$ cat config.mk
export PLATFORM = sky130hd
export DESIGN_NAME = control_multicycle_flat
export DESIGN_NICKNAME = d
export VERILOG_FILES = /design/src/rtl/control_multicycle_if.sv /design/src/rtl/control_multicycle.sv /design/src/flat_wrapper.sv
export SDC_FILE = /design/constraint.sdc
export NUM_CORES = 1
export LEC_CHECK = 0
export CAP_MARGIN = 10
export CORE_ASPECT_RATIO = 0.7
export CORE_MARGIN = 1.5
export CORE_UTILIZATION = 32
export CTS_BUF_LIST = sky130_fd_sc_hd__clkbuf_4 sky130_fd_sc_hd__clkbuf_8
export CTS_CLUSTER_DIAMETER = 50
export DETAILED_ROUTE_END_ITERATION = 12
export PLACE_DENSITY_LB_ADDON = 0.08
export SYNTH_ARGS = -nofsm -noshare
export SYNTH_HDL_FRONTEND = slang
export SYNTH_SLANG_ARGS = --single-unit
$ cat constraint.sdc
create_clock -name clk -period 3.7 [get_ports clk]
set_clock_uncertainty 0.05 [all_clocks]
set_input_delay 0.74 -clock clk [delete_from_list [all_inputs] [get_ports clk]]
set_output_delay 0.74 -clock clk [all_outputs]
set_load 0.01 [all_outputs]
$ cat src/rtl/control_multicycle_if.sv
// control_multicycle_if: instruction/data memory request/ready handshake bundle
interface control_multicycle_if;
  logic [31:0] imem_rdata;
  logic        imem_ready;
  logic        imem_req;
  logic        dmem_ready;
  logic        dmem_req;
  logic        dmem_we;
  modport master(input imem_rdata, imem_ready, dmem_ready, output imem_req, dmem_req, dmem_we);
  modport slave(output imem_rdata, imem_ready, dmem_ready, input imem_req, dmem_req, dmem_we);
endinterface

$ cat src/rtl/control_multicycle.sv
// control_multicycle: RV32I multi-cycle control FSM with IR, memory handshakes and traps
module control_multicycle #(
  parameter int TIMEOUT_CYCLES = 16,
  parameter int CNT_W = 5
) (
  input  logic                        clk,
  input  logic                        rst,
  control_multicycle_if.master        mem,
  input  logic                        BrEq,
  input  logic                        BrLT,
  output logic                        PCWrite,
  output logic                        PCSel,
  output logic                        RegWEn,
  output logic [2:0]                  ImmSel,
  output logic                        ALUsrc1,
  output logic                        ALUsrc2,
  output logic [3:0]                  AluSEL,
  output logic                        BrUn,
  output logic [2:0]                  ldU,
  output logic [1:0]                  WBSel,
  output logic                        illegal,
  output logic                        timeout,
  output logic [2:0]                  state
);
  typedef enum logic [2:0] {FETCH = 3'd0, DECODE = 3'd1, EXEC = 3'd2, MEM = 3'd3, WB = 3'd4, TRAP = 3'd5} state_t;
  state_t state_q, state_d;
  logic [31:0] ir_q, ir_d;
  logic [CNT_W-1:0] cnt_q, cnt_d;
  logic illegal_q, illegal_d, timeout_q, timeout_d;
  logic [6:0] op, f7;
  logic [2:0] f3, imm_sel;
  logic [3:0] alu_sel;
  logic is_r, is_i, is_lui, is_auipc, is_ld, is_st, is_br, is_jal, is_jalr, is_jmp;
  logic bad, taken, waiting, wd_hit, src1, src2, unused_ir;
  assign op        = ir_q[6:0];
  assign f3        = ir_q[14:12];
  assign f7        = ir_q[31:25];
  assign unused_ir = ^{ir_q[24:15], ir_q[11:7]};
  assign is_r      = op == 7'b0110011;
  assign is_i      = op == 7'b0010011;
  assign is_lui    = op == 7'b0110111;
  assign is_auipc  = op == 7'b0010111;
  assign is_ld     = op == 7'b0000011;
  assign is_st     = op == 7'b0100011;
  assign is_br     = op == 7'b1100011;
  assign is_jal    = op == 7'b1101111;
  assign is_jalr   = op == 7'b1100111;
  assign is_jmp    = is_jal | is_jalr;
  assign bad = !(is_r | is_i | is_lui | is_auipc | is_ld | is_st | is_br | is_jal | is_jalr)
             | (is_r && f7 != 7'h00 && f7 != 7'h20)
             | (is_i && f3 == 3'b001 && f7 != 7'h00)
             | (is_i && f3 == 3'b101 && f7 != 7'h00 && f7 != 7'h20)
             | (is_br && f3[2:1] == 2'b01)
             | (is_ld && (f3 == 3'b011 || f3[2:1] == 2'b11))
             | (is_st && f3 >= 3'b011)
             | (is_jalr && f3 != 3'b000);
  assign taken = (f3 == 3'b000 && BrEq) | (f3 == 3'b001 && !BrEq)
               | ((f3 == 3'b100 || f3 == 3'b110) && BrLT) | ((f3 == 3'b101 || f3 == 3'b111) && !BrLT);
  assign imm_sel = is_st ? 3'b001 : is_br ? 3'b010 : (is_lui | is_auipc) ? 3'b011 : is_jal ? 3'b100 : 3'b000;
  assign alu_sel = is_r ? {ir_q[30], f3} : is_i ? {f3 == 3'b101 && ir_q[30], f3} : is_lui ? 4'hf : 4'h0;
  assign src1    = is_auipc | is_br | is_jal;
  assign src2    = !is_r;
  assign waiting = (state_q == FETCH && !mem.imem_ready) || (state_q == MEM && !mem.dmem_ready);
  assign wd_hit  = TIMEOUT_CYCLES != 0 && cnt_q == CNT_W'(TIMEOUT_CYCLES);
  always_ff @(posedge clk or posedge rst)
    if (rst) begin
      state_q   <= FETCH;
      ir_q      <= 32'h0000_0013;
      cnt_q     <= '0;
      illegal_q <= 1'b0;
      timeout_q <= 1'b0;
    end else begin
      state_q   <= state_d;
      ir_q      <= ir_d;
      cnt_q     <= cnt_d;
      illegal_q <= illegal_d;
      timeout_q <= timeout_d;
    end
  // a ready in the same cycle as the watchdog hit takes priority over the trap
  always_comb begin
    state_d   = state_q;
    ir_d      = ir_q;
    illegal_d = illegal_q;
    timeout_d = timeout_q;
    case (state_q)
      FETCH:
        if (mem.imem_ready) begin
          state_d = DECODE;
          ir_d    = mem.imem_rdata;
        end else if (wd_hit) begin
          state_d   = TRAP;
          timeout_d = 1'b1;
        end
      DECODE: begin
        state_d   = bad ? TRAP : EXEC;
        illegal_d = illegal_q | bad;
      end
      EXEC: state_d = (is_ld | is_st) ? MEM : (is_br | is_jmp) ? FETCH : WB;
      MEM:
        if (mem.dmem_ready) state_d = is_st ? FETCH : WB;
        else if (wd_hit) begin
          state_d   = TRAP;
          timeout_d = 1'b1;
        end
      WB: state_d = FETCH;
      default: state_d = TRAP;
    endcase
    cnt_d = (waiting && state_d == state_q) ? cnt_q + 1'b1 : '0;
  end
  always_comb begin
    mem.imem_req = 1'b0;
    mem.dmem_req = 1'b0;
    mem.dmem_we  = 1'b0;
    PCWrite      = 1'b0;
    PCSel        = 1'b0;
    RegWEn       = 1'b0;
    ImmSel       = 3'b000;
    ALUsrc1      = 1'b0;
    ALUsrc2      = 1'b0;
    AluSEL       = 4'h0;
    BrUn         = 1'b0;
    ldU          = 3'b000;
    WBSel        = 2'b00;
    if (!rst)
      case (state_q)
        FETCH: mem.imem_req = 1'b1;
        DECODE: ImmSel = imm_sel;
        EXEC: begin
          ImmSel  = imm_sel;
          ALUsrc1 = src1;
          ALUsrc2 = src2;
          AluSEL  = alu_sel;
          BrUn    = is_br & f3[1];
          PCSel   = is_br ? taken : is_jmp;
          PCWrite = is_br | is_jmp;
          RegWEn  = is_jmp;
          WBSel   = is_jmp ? 2'b10 : 2'b00;
        end
        MEM: begin
          ImmSel       = imm_sel;
          ALUsrc1      = src1;
          ALUsrc2      = src2;
          AluSEL       = alu_sel;
          mem.dmem_req = 1'b1;
          mem.dmem_we  = is_st;
          ldU          = f3;
          PCWrite      = is_st & mem.dmem_ready;
        end
        WB: begin
          ImmSel  = imm_sel;
          ALUsrc1 = src1;
          ALUsrc2 = src2;
          AluSEL  = alu_sel;
          ldU     = f3;
          RegWEn  = 1'b1;
          PCWrite = 1'b1;
          WBSel   = is_ld ? 2'b00 : 2'b01;
        end
        default: ;
      endcase
  end
  assign illegal = illegal_q;
  assign timeout = timeout_q;
  assign state   = state_q;
endmodule

$ cat src/flat_wrapper.sv
// flat-port wrapper written by rule: the top's interface ports become plain ports
module control_multicycle_flat 
#(
  parameter int TIMEOUT_CYCLES = 16,
  parameter int CNT_W = 5
)
  (clk, rst, BrEq, BrLT, PCWrite, PCSel, RegWEn, ImmSel, ALUsrc1, ALUsrc2, AluSEL, BrUn, ldU, WBSel, illegal, timeout, state, mem_imem_rdata, mem_imem_ready, mem_dmem_ready, mem_imem_req, mem_dmem_req, mem_dmem_we);
  control_multicycle_if mem_i ();
  input  logic clk;
  input  logic rst;
  input  logic BrEq;
  input  logic BrLT;
  output logic PCWrite;
  output logic PCSel;
  output logic RegWEn;
  output logic [2:0] ImmSel;
  output logic ALUsrc1;
  output logic ALUsrc2;
  output logic [3:0] AluSEL;
  output logic BrUn;
  output logic [2:0] ldU;
  output logic [1:0] WBSel;
  output logic illegal;
  output logic timeout;
  output logic [2:0] state;
  input wire logic [$bits(mem_i.imem_rdata)-1:0] mem_imem_rdata;
  input wire logic [$bits(mem_i.imem_ready)-1:0] mem_imem_ready;
  input wire logic [$bits(mem_i.dmem_ready)-1:0] mem_dmem_ready;
  output wire logic [$bits(mem_i.imem_req)-1:0] mem_imem_req;
  output wire logic [$bits(mem_i.dmem_req)-1:0] mem_dmem_req;
  output wire logic [$bits(mem_i.dmem_we)-1:0] mem_dmem_we;
  assign mem_i.imem_rdata = mem_imem_rdata;
  assign mem_i.imem_ready = mem_imem_ready;
  assign mem_i.dmem_ready = mem_dmem_ready;
  assign mem_imem_req = mem_i.imem_req;
  assign mem_dmem_req = mem_i.dmem_req;
  assign mem_dmem_we = mem_i.dmem_we;
  control_multicycle #(.TIMEOUT_CYCLES(TIMEOUT_CYCLES), .CNT_W(CNT_W)) u_core (.clk(clk), .rst(rst), .mem(mem_i), .BrEq(BrEq), .BrLT(BrLT), .PCWrite(PCWrite), .PCSel(PCSel), .RegWEn(RegWEn), .ImmSel(ImmSel), .ALUsrc1(ALUsrc1), .ALUsrc2(ALUsrc2), .AluSEL(AluSEL), .BrUn(BrUn), .ldU(ldU), .WBSel(WBSel), .illegal(illegal), .timeout(timeout), .state(state));
endmodule
# After elaboration in Yosys (flattened, before gate mapping)
# Index checks and enable logic that the tools add are counted.
dict set report op_classes {
  n_addsub 1
  order_cmp 1
  n_eq_ne 26
  n_mux 49
  bitwise 27
  n_reduce_logical 39
}
# cell n
set ops {}
lappend ops {{3-bit 2-to-1 mux} 15}
lappend ops {{1-bit OR} 25}
lappend ops {{7-bit by 6-bit equality test with 1-bit output (second input constant)} 3}
lappend ops {{7-bit equality test (second input constant)} 3}
lappend ops {{1-bit 2-to-1 mux} 21}
lappend ops {{4-bit 2-to-1 mux} 5}
lappend ops {{1-bit logical AND} 19}
lappend ops {{3-bit equality test (second input constant)} 5}
lappend ops {{3-bit case mux with 5 select lines} 1}
lappend ops {{7-bit by 5-bit equality test with 1-bit output (second input constant)} 2}
lappend ops {{3-bit by 2-bit equality test with 1-bit output (second input constant)} 3}
lappend ops {{7-bit by 2-bit equality test with 1-bit output (second input constant)} 1}
lappend ops {{7-bit by 6-bit inequality test with 1-bit output (second input constant)} 1}
lappend ops {{7-bit nonzero test} 1}
lappend ops {{3-bit by 1-bit equality test with 1-bit output (second input constant)} 2}
lappend ops {{1-bit zero test} 6}
lappend ops {{3-bit zero test} 2}
lappend ops {{5-bit by 1-bit adder with 5-bit output (second input constant)} 1}
lappend ops {{5-bit equality test (second input constant)} 1}
lappend ops {{5-bit 2-to-1 mux} 1}
lappend ops {{1-bit logical OR} 4}
lappend ops {{2-bit 2-to-1 mux} 2}
lappend ops {{2-bit inequality test (second input constant)} 2}
lappend ops {{1-bit case mux with 2 select lines} 2}
lappend ops {{14 further kinds} 15}
dict set report word_totals {
  register_bits 42
  in_bits 38
  word_cells 148
}

# Longest topological paths before layout
# Gate-level depths: netlist (run 1).
dict set report logic_depth {
  ltp_word 22
  ltp_mapped 7
  mapped_depth_nobuf 7
}

# Worst setup path before layout (run 1)
# No wires, ideal clock.
dict set report synth_timing {
  path_kind {input-to-output}
  from {in rst}
  to {out ImmSel[0]}
  t_arrival_ns 1.614
  required_time_ns 2.910
  setup_slack_ns 1.296
  cell_stages 3
  path_buffers 1
  path_cell_list {clkbuf_1 > or3b_2 > a21oi_1}
}
dict set report synth_via {
  elab_chain_len 1
}
# item line
set synth_lines {}
lappend synth_lines {{start: declaration} flat_wrapper.sv:10} ;# input logic rst;
lappend synth_lines {{3-bit 2-to-1 mux} control_multicycle.sv:124} ;# if (!rst)
lappend synth_lines {{end: declaration} flat_wrapper.sv:16} ;# output logic [2:0] ImmSel;
# Every way passes these cells.

# Worst setup path in the final report (run 1)
# Ends and elaborated chain as after synthesis.

==> flow_summary.toml, run 1 <==
[pwr]
leakagePower_nw = 0.876
vdd_drop_max_mv = 0.160
finalPower_mw = 0.515
p_per_area_mw_per_mm2 = 224

[synthesis]
ys_ff_latch = 27
syn-num-nets = 229
synth-edff-count = 0
synth_fa_ha_area_frac = 0.0139
synth_xor_area_frac = 0.0146
synth_seq_area_share = 0.376
muxShareOfSynthArea = 0.0936
syn_inst = 189
synth_top_family_by_area = "simple AND/OR/NAND/NOR gates"
synth-simple-area-share = 0.256
synth_compound_area_frac = 0.155
syn_area_mm2 = 0.00181
yosys_warnings = 0
synthArstFlopShare = 1.00
ys_types = 50
synthFlopType = "dfrtp_1"
syn_avg_cell_area_um2 = 9.55

[sta]
finalCritPeriodShare = 0.913
hold_violations = 0
rsz0062_at_grt = "no"
relSlewSlack = 0.459
fmax_mhz = 296
worst_slew_pin_slew_ns = 0.811
tns_ns = 0
timing.final.crit_period_ns = 3.38
setup_viol = 0
report.final.slew_viol_count = 0
hold_ws_ns = 0.415

[layout]
fin_nets = 270
drive_gt1_frac = 0.157
instances_no_fill = 301
antenna_cells = 0
area_delta_synth_final_pct = 27.2

[clock_network]
cts_tree = "built"
htreeDepth = 1
cts_max_path_buffers = 2
cts_buffers = 3
clk_pin_slew_ns = 0.10
insertion_delay_ns = 0.28
hold_buffers = 0
cts-resized-gates = 0
root_buffer = "clkbuf_8"
cts_setup_buffers = 0
cts_num_sinks = 27

[worst_setup_path]
cp_cell_sequence = "clkdlybuf4s50_1 > or3b_2 > a21oi_1 > clkdlybuf4s50_1"
path_buf_inv = 2
cp_top_family = "buffers and inverters"
critPathMostFrequentCell = "clkdlybuf4s50_1"
path_max_fanout = 9
critPathSlowestCell = "or3b_2"
worstPathArrival_ns = 2.59
slowest_delay_ns = 0.57
end_kind = "output pin"
worstPathRequired_ns = 2.91
worst-setup-path-type = "in -> out"
start_kind = "input pin"

[routing]
wire_per_inst_um = 14.6
drtPass1Iterations = 4
drt_iter0_markers = 73
routed_wl_mm = 4.39
viasPerCell = 5.18
vias = 1558
ant_nets = 0
remaining_drc_errors = 0

[floorplan]
die_area_mm2 = 0.00611
pin_count = 64
die_width_um = 92.8
rows = 22
chipHeight_um = 65.8
coreArea_mm2 = 0.00534
start_util = 0.338

[placement]
io_buffers = 48
dpl.hpwl_mm = 3.37
gp_congestion = 0.851
dp_cells = 297

[grt]
grt_pass1_vias = 1355
grt_usage = 0.148
grt_pass1_wl_mm = 7.06
grt_busiest_layer = "met1"
met1_usage = 0.238
grt.overflow.total = 0
global_route.usage.met2 = 0.192
antenna_found_initial = 0
grt_max_degree = 22
gr-usage-met3 = 0.0391

[min_path]
hold_class = "reg -> reg"

[flow_run]
drv_cap = 0

[run_status]
status = "finished, final reports clean"
-- power breakdown --
group | internal, mW | switching (mW)
registers | 0.295 | 0
clock network | 0.0793 | 0.106
logic | 0.0221 | 0.0126
total | 0.397 | 0.118
-- worst paths after layout --
kind,from,endpoint,slack (ns),cells past startpoint
setup reg to reg,u_core.state[0]$_DFF_PP0_,u_core.ir_q[12]$_DFFE_PP0P_,1.47,3
min in group asynchronous,rst,u_core.ir_q[26]$_DFFE_PP0P_,0.87,2
hold reg to reg,u_core.timeout$_DFFE_PP0P_,u_core.timeout$_DFFE_PP0P_,0.41,1
setup / recovery,rst,ImmSel[0],0.32,4
hold / removal,u_core.timeout$_DFFE_PP0P_,u_core.timeout$_DFFE_PP0P_,0.41,1
max in group asynchronous,rst,u_core.ir_q[0]$_DFFE_PP1P_,2.10,3
-- kinds of logic (layout without fill, tap and decap cells) --
| group | count (synthesis) | after routing |
|---|---|---|
| flip-flops | 27 | 27 |
| AND/OR/NAND/NOR | 81 | 81 |
| XOR/XNOR | 3 | 3 |
| buffers and inverters | 20 | 60 |
| adder cells (fa/ha/maj) | 2 | 2 |
| multiplexers | 15 | 15 |
| AO/OA/AOI/OAI | 41 | 41 |
-- layer usage --
layer	vias up	wire length [um]	part of all wire
met5	-	0	0
met4	0	22	0.0050
met3	2	272	0.062
met2	41	1680	0.38
met1	752	2420	0.55
li1	763	-	-
-- flip-flops by register name, indices dropped and copies added (netlist names) --
signal / count
u_core.cnt_q: 5
u_core.timeout: 1
u_core.illegal: 1
u_core.state: 3
u_core.ir_q: 17
-- synthesized netlist by cell type, types with 3 or more instances --
library cell	instances	share of area
a21oi_1	10	0.028
a31o_1	3	0.015
and2_1	4	0.014
clkbuf_8	7	0.053
dfrtp_1	24	0.33
dfstp_2	3	0.044
inv_1	7	0.015
mux2_2	15	0.094
nand2_1	15	0.031
nand3_1	6	0.017
nor2_1	17	0.035
nor2b_1	5	0.017
nor3_1	11	0.030
nor4_1	3	0.010
o2111ai_1	3	0.015
o21a_1	3	0.012
o21ai_0	9	0.025
-- cell type report --
| type | instances | area (um^2) |
|---|---|---|
| multi-input cells | 142 | 963 |
| inverters | 7 | 26.3 |
| well taps | 72 | 90.1 |
| clock inverters | 1 | 8.76 |
| repair buffers | 49 | 488 |
| flip-flops and latches | 27 | 679 |
| clock buffers | 3 | 41.3 |
| fillers | 559 | 3040 |
-- per-stage QoR --
stage | setup slack [ns] | cell area (um^2) | util
2_1_floorplan | 1.30 | 1810 | -
3_3_place_gp | 0.352 | 2250 | 0.421
3_5_place_dp | 0.335 | 2250 | 0.421
4_1_cts | 0.326 | 2300 | 0.430
5_1_grt | 0.242 | 2300 | 0.430
6_report | 0.321 | 2300 | 0.430
-- cells in the final DEF, fill, tap and decap left out, types with 3 or more instances in the layout --
cell type,count
nand2_1,15
o2111ai_1,3
clkbuf_8,3
nor2b_1,5
dfstp_2,3
clkdlybuf4s50_1,48
o21a_1,3
nor3_1,11
nor2_1,17
o21ai_0,9
a31o_1,3
nor4_1,3
a21oi_1,10
dfrtp_1,24
nand3_1,6
inv_1,7
mux2_2,15
and2_1,4
No activity file was read; power rests on OpenSTA's default activity.
==> run 2, diff against run 1 <==
--- a/config.mk
+++ b/config.mk
@@ -7,7 +7,7 @@
 export LEC_CHECK = 0
 export CAP_MARGIN = 10
 export CORE_ASPECT_RATIO = 0.7
-export CORE_MARGIN = 1.5
+export CORE_MARGIN = 2
 export CORE_UTILIZATION = 32
 export CTS_BUF_LIST = sky130_fd_sc_hd__clkbuf_4 sky130_fd_sc_hd__clkbuf_8
 export CTS_CLUSTER_DIAMETER = 50
==> run 2 against run 1 <==
- critical path depth is the same
- sequential share of layout area down 0.096 points
- combinational power about the same
- routed wire length increased by 2.6%
- sequential cell count unchanged
- clock power is essentially flat
- core utilization grew 0.14 points
- via count is 0.32% lower
- die area up 2.6%
- register-to-register slack gained 0.02 ns
- first-iteration DRC count is 2.7% lower
- largest power group unchanged
- largest cell class unchanged
==> flow_summary.toml, run 2 (synthesis gave the netlist of run 1 again) <==
[run_status]
status = "finished, final reports clean"

[grt]
grt_pass1_wl_mm = 7.39
gr-usage-met3 = 0.0419
global_route.usage.met2 = 0.207
met1_usage = 0.240
grt_pass1_vias = 1410
grt_busiest_layer = "met1"
grt_max_degree = 20
grt.overflow.total = 0
grt_usage = 0.154
antenna_found_initial = 0

[layout]
mostFrequentLayoutCells = "clkdlybuf4s50_1, dfrtp_1, nor2_1"
antenna_cells = 0
top_register = "u_core.ir_q"
fin_nets = 271
area_delta_synth_final_pct = 27.7
layout_commonest_cell = "clkdlybuf4s50_1"
drive_gt1_frac = 0.161
largest_register_ffs = 17

[pwr]
p_per_area_mw_per_mm2 = 224
vdd_drop_max_mv = 0.113
leakagePower_nw = 0.881
finalPower_mw = 0.516

[clock_network]
root_buffer = "clkbuf_8"
cts_setup_buffers = 0
htreeDepth = 1
hold_buffers = 0
clk_pin_slew_ns = 0.10
insertion_delay_ns = 0.28
cts_num_sinks = 27
cts-resized-gates = 0
cts_tree = "built"
cts_max_path_buffers = 2
cts_buffers = 3

[worst_setup_path]
worstPathArrival_ns = 2.57
worstPathRequired_ns = 2.91
end_kind = "output pin"
worst-setup-path-type = "in -> out"
cp_cell_sequence = "clkdlybuf4s50_1 > or3b_2 > nor2_1 > clkdlybuf4s50_1"
start_kind = "input pin"
critPathMostFrequentCell = "clkdlybuf4s50_1"
slowest_delay_ns = 0.57
cp_top_family = "buffers and inverters"
path_buf_inv = 2
path_max_fanout = 9
critPathSlowestCell = "or3b_2"

[placement]
io_buffers = 48
dpl.hpwl_mm = 3.46
gp_congestion = 0.863

[flow_run]
drv_cap = 0

[routing]
routed_wl_mm = 4.51
vias = 1553
viasPerCell = 5.14
remaining_drc_errors = 0
drt_iter0_markers = 71
drtPass1Iterations = 4
wire_per_inst_um = 14.9
ant_nets = 0

[sta]
tns_ns = 0
relSlewSlack = 0.501
rsz0062_at_grt = "no"
fmax_mhz = 297
timing.final.crit_period_ns = 3.36
report.final.slew_viol_count = 0
worst_slew_pin_slew_ns = 0.749
setup_viol = 0
finalCritPeriodShare = 0.909
hold_violations = 0

[floorplan]
start_util = 0.338
die_width_um = 93.8
pin_count = 64
coreArea_mm2 = 0.00534
chipHeight_um = 66.8
die_area_mm2 = 0.00627
rows = 22

[min_path]
hold_class = "reg -> reg"
==> run 2: worst paths after layout <==
kind / start / to / slack, ns / cells after the start
max in group asynchronous: rst / u_core.ir_q[0]$_DFFE_PP1P_ / 2.02 / 3
max: rst / ImmSel[2] / 0.34 / 4
max reg2reg: u_core.state[0]$_DFF_PP0_ / u_core.ir_q[27]$_DFFE_PP0P_ / 1.49 / 3
min: u_core.timeout$_DFFE_PP0P_ / u_core.timeout$_DFFE_PP0P_ / 0.42 / 1
min in group asynchronous: rst / u_core.ir_q[6]$_DFFE_PP0P_ / 0.91 / 2
min reg2reg: u_core.timeout$_DFFE_PP0P_ / u_core.timeout$_DFFE_PP0P_ / 0.42 / 1
==> run 2: worst register-to-register path: stages, from the launching register on <==
cell     delay (ns)
dfrtp_1        0.60
nor3_1         0.36
and2_1         0.67
mux2_2         0.42
==> run 2: report_power, final <==
group / total, mW / switching, mW / leakage, nW / internal [mW]
logic: 0.0348 / 0.0127 / 0.510 / 0.0221
clock network: 0.186 / 0.107 / 0.0261 / 0.0794
registers: 0.295 / 0 / 0.345 / 0.295
total: 0.516 / 0.119 / 0.881 / 0.397
==> run 2: metal layers <==
layer / part of all wire / vias to the layer above
met1: 0.55 / 735
met5: 0 / -
li1: - / 767
met2: 0.37 / 46
met3: 0.079 / 5
met4: 0.0067 / 0
==> run 2: cell type report <==
cell class	instances	area, um^2
Clock inverter	1	8.76
Clock buffer	3	41.3
Multi-Input combinational cell	142	963
Sequential cell	27	679
Fill cell	565	3040
Timing Repair Buffer	50	495
Tap cell	72	90.1
Inverter	7	26.3
==> run 2: through the flow <==
step	hold WS [ns]	setup WS (ns)	cells	utilization	instance area [um^2]
6_report	0.418	0.337	302	0.432	2300
5_1_grt	0.451	0.190	302	0.432	2300
4_1_cts	0.428	0.340	302	0.432	2300
3_5_place_dp	0.398	0.344	298	0.422	2250
3_3_place_gp	0.396	0.352	298	0.422	2250
2_1_floorplan	0.405	1.30	189	-	1810
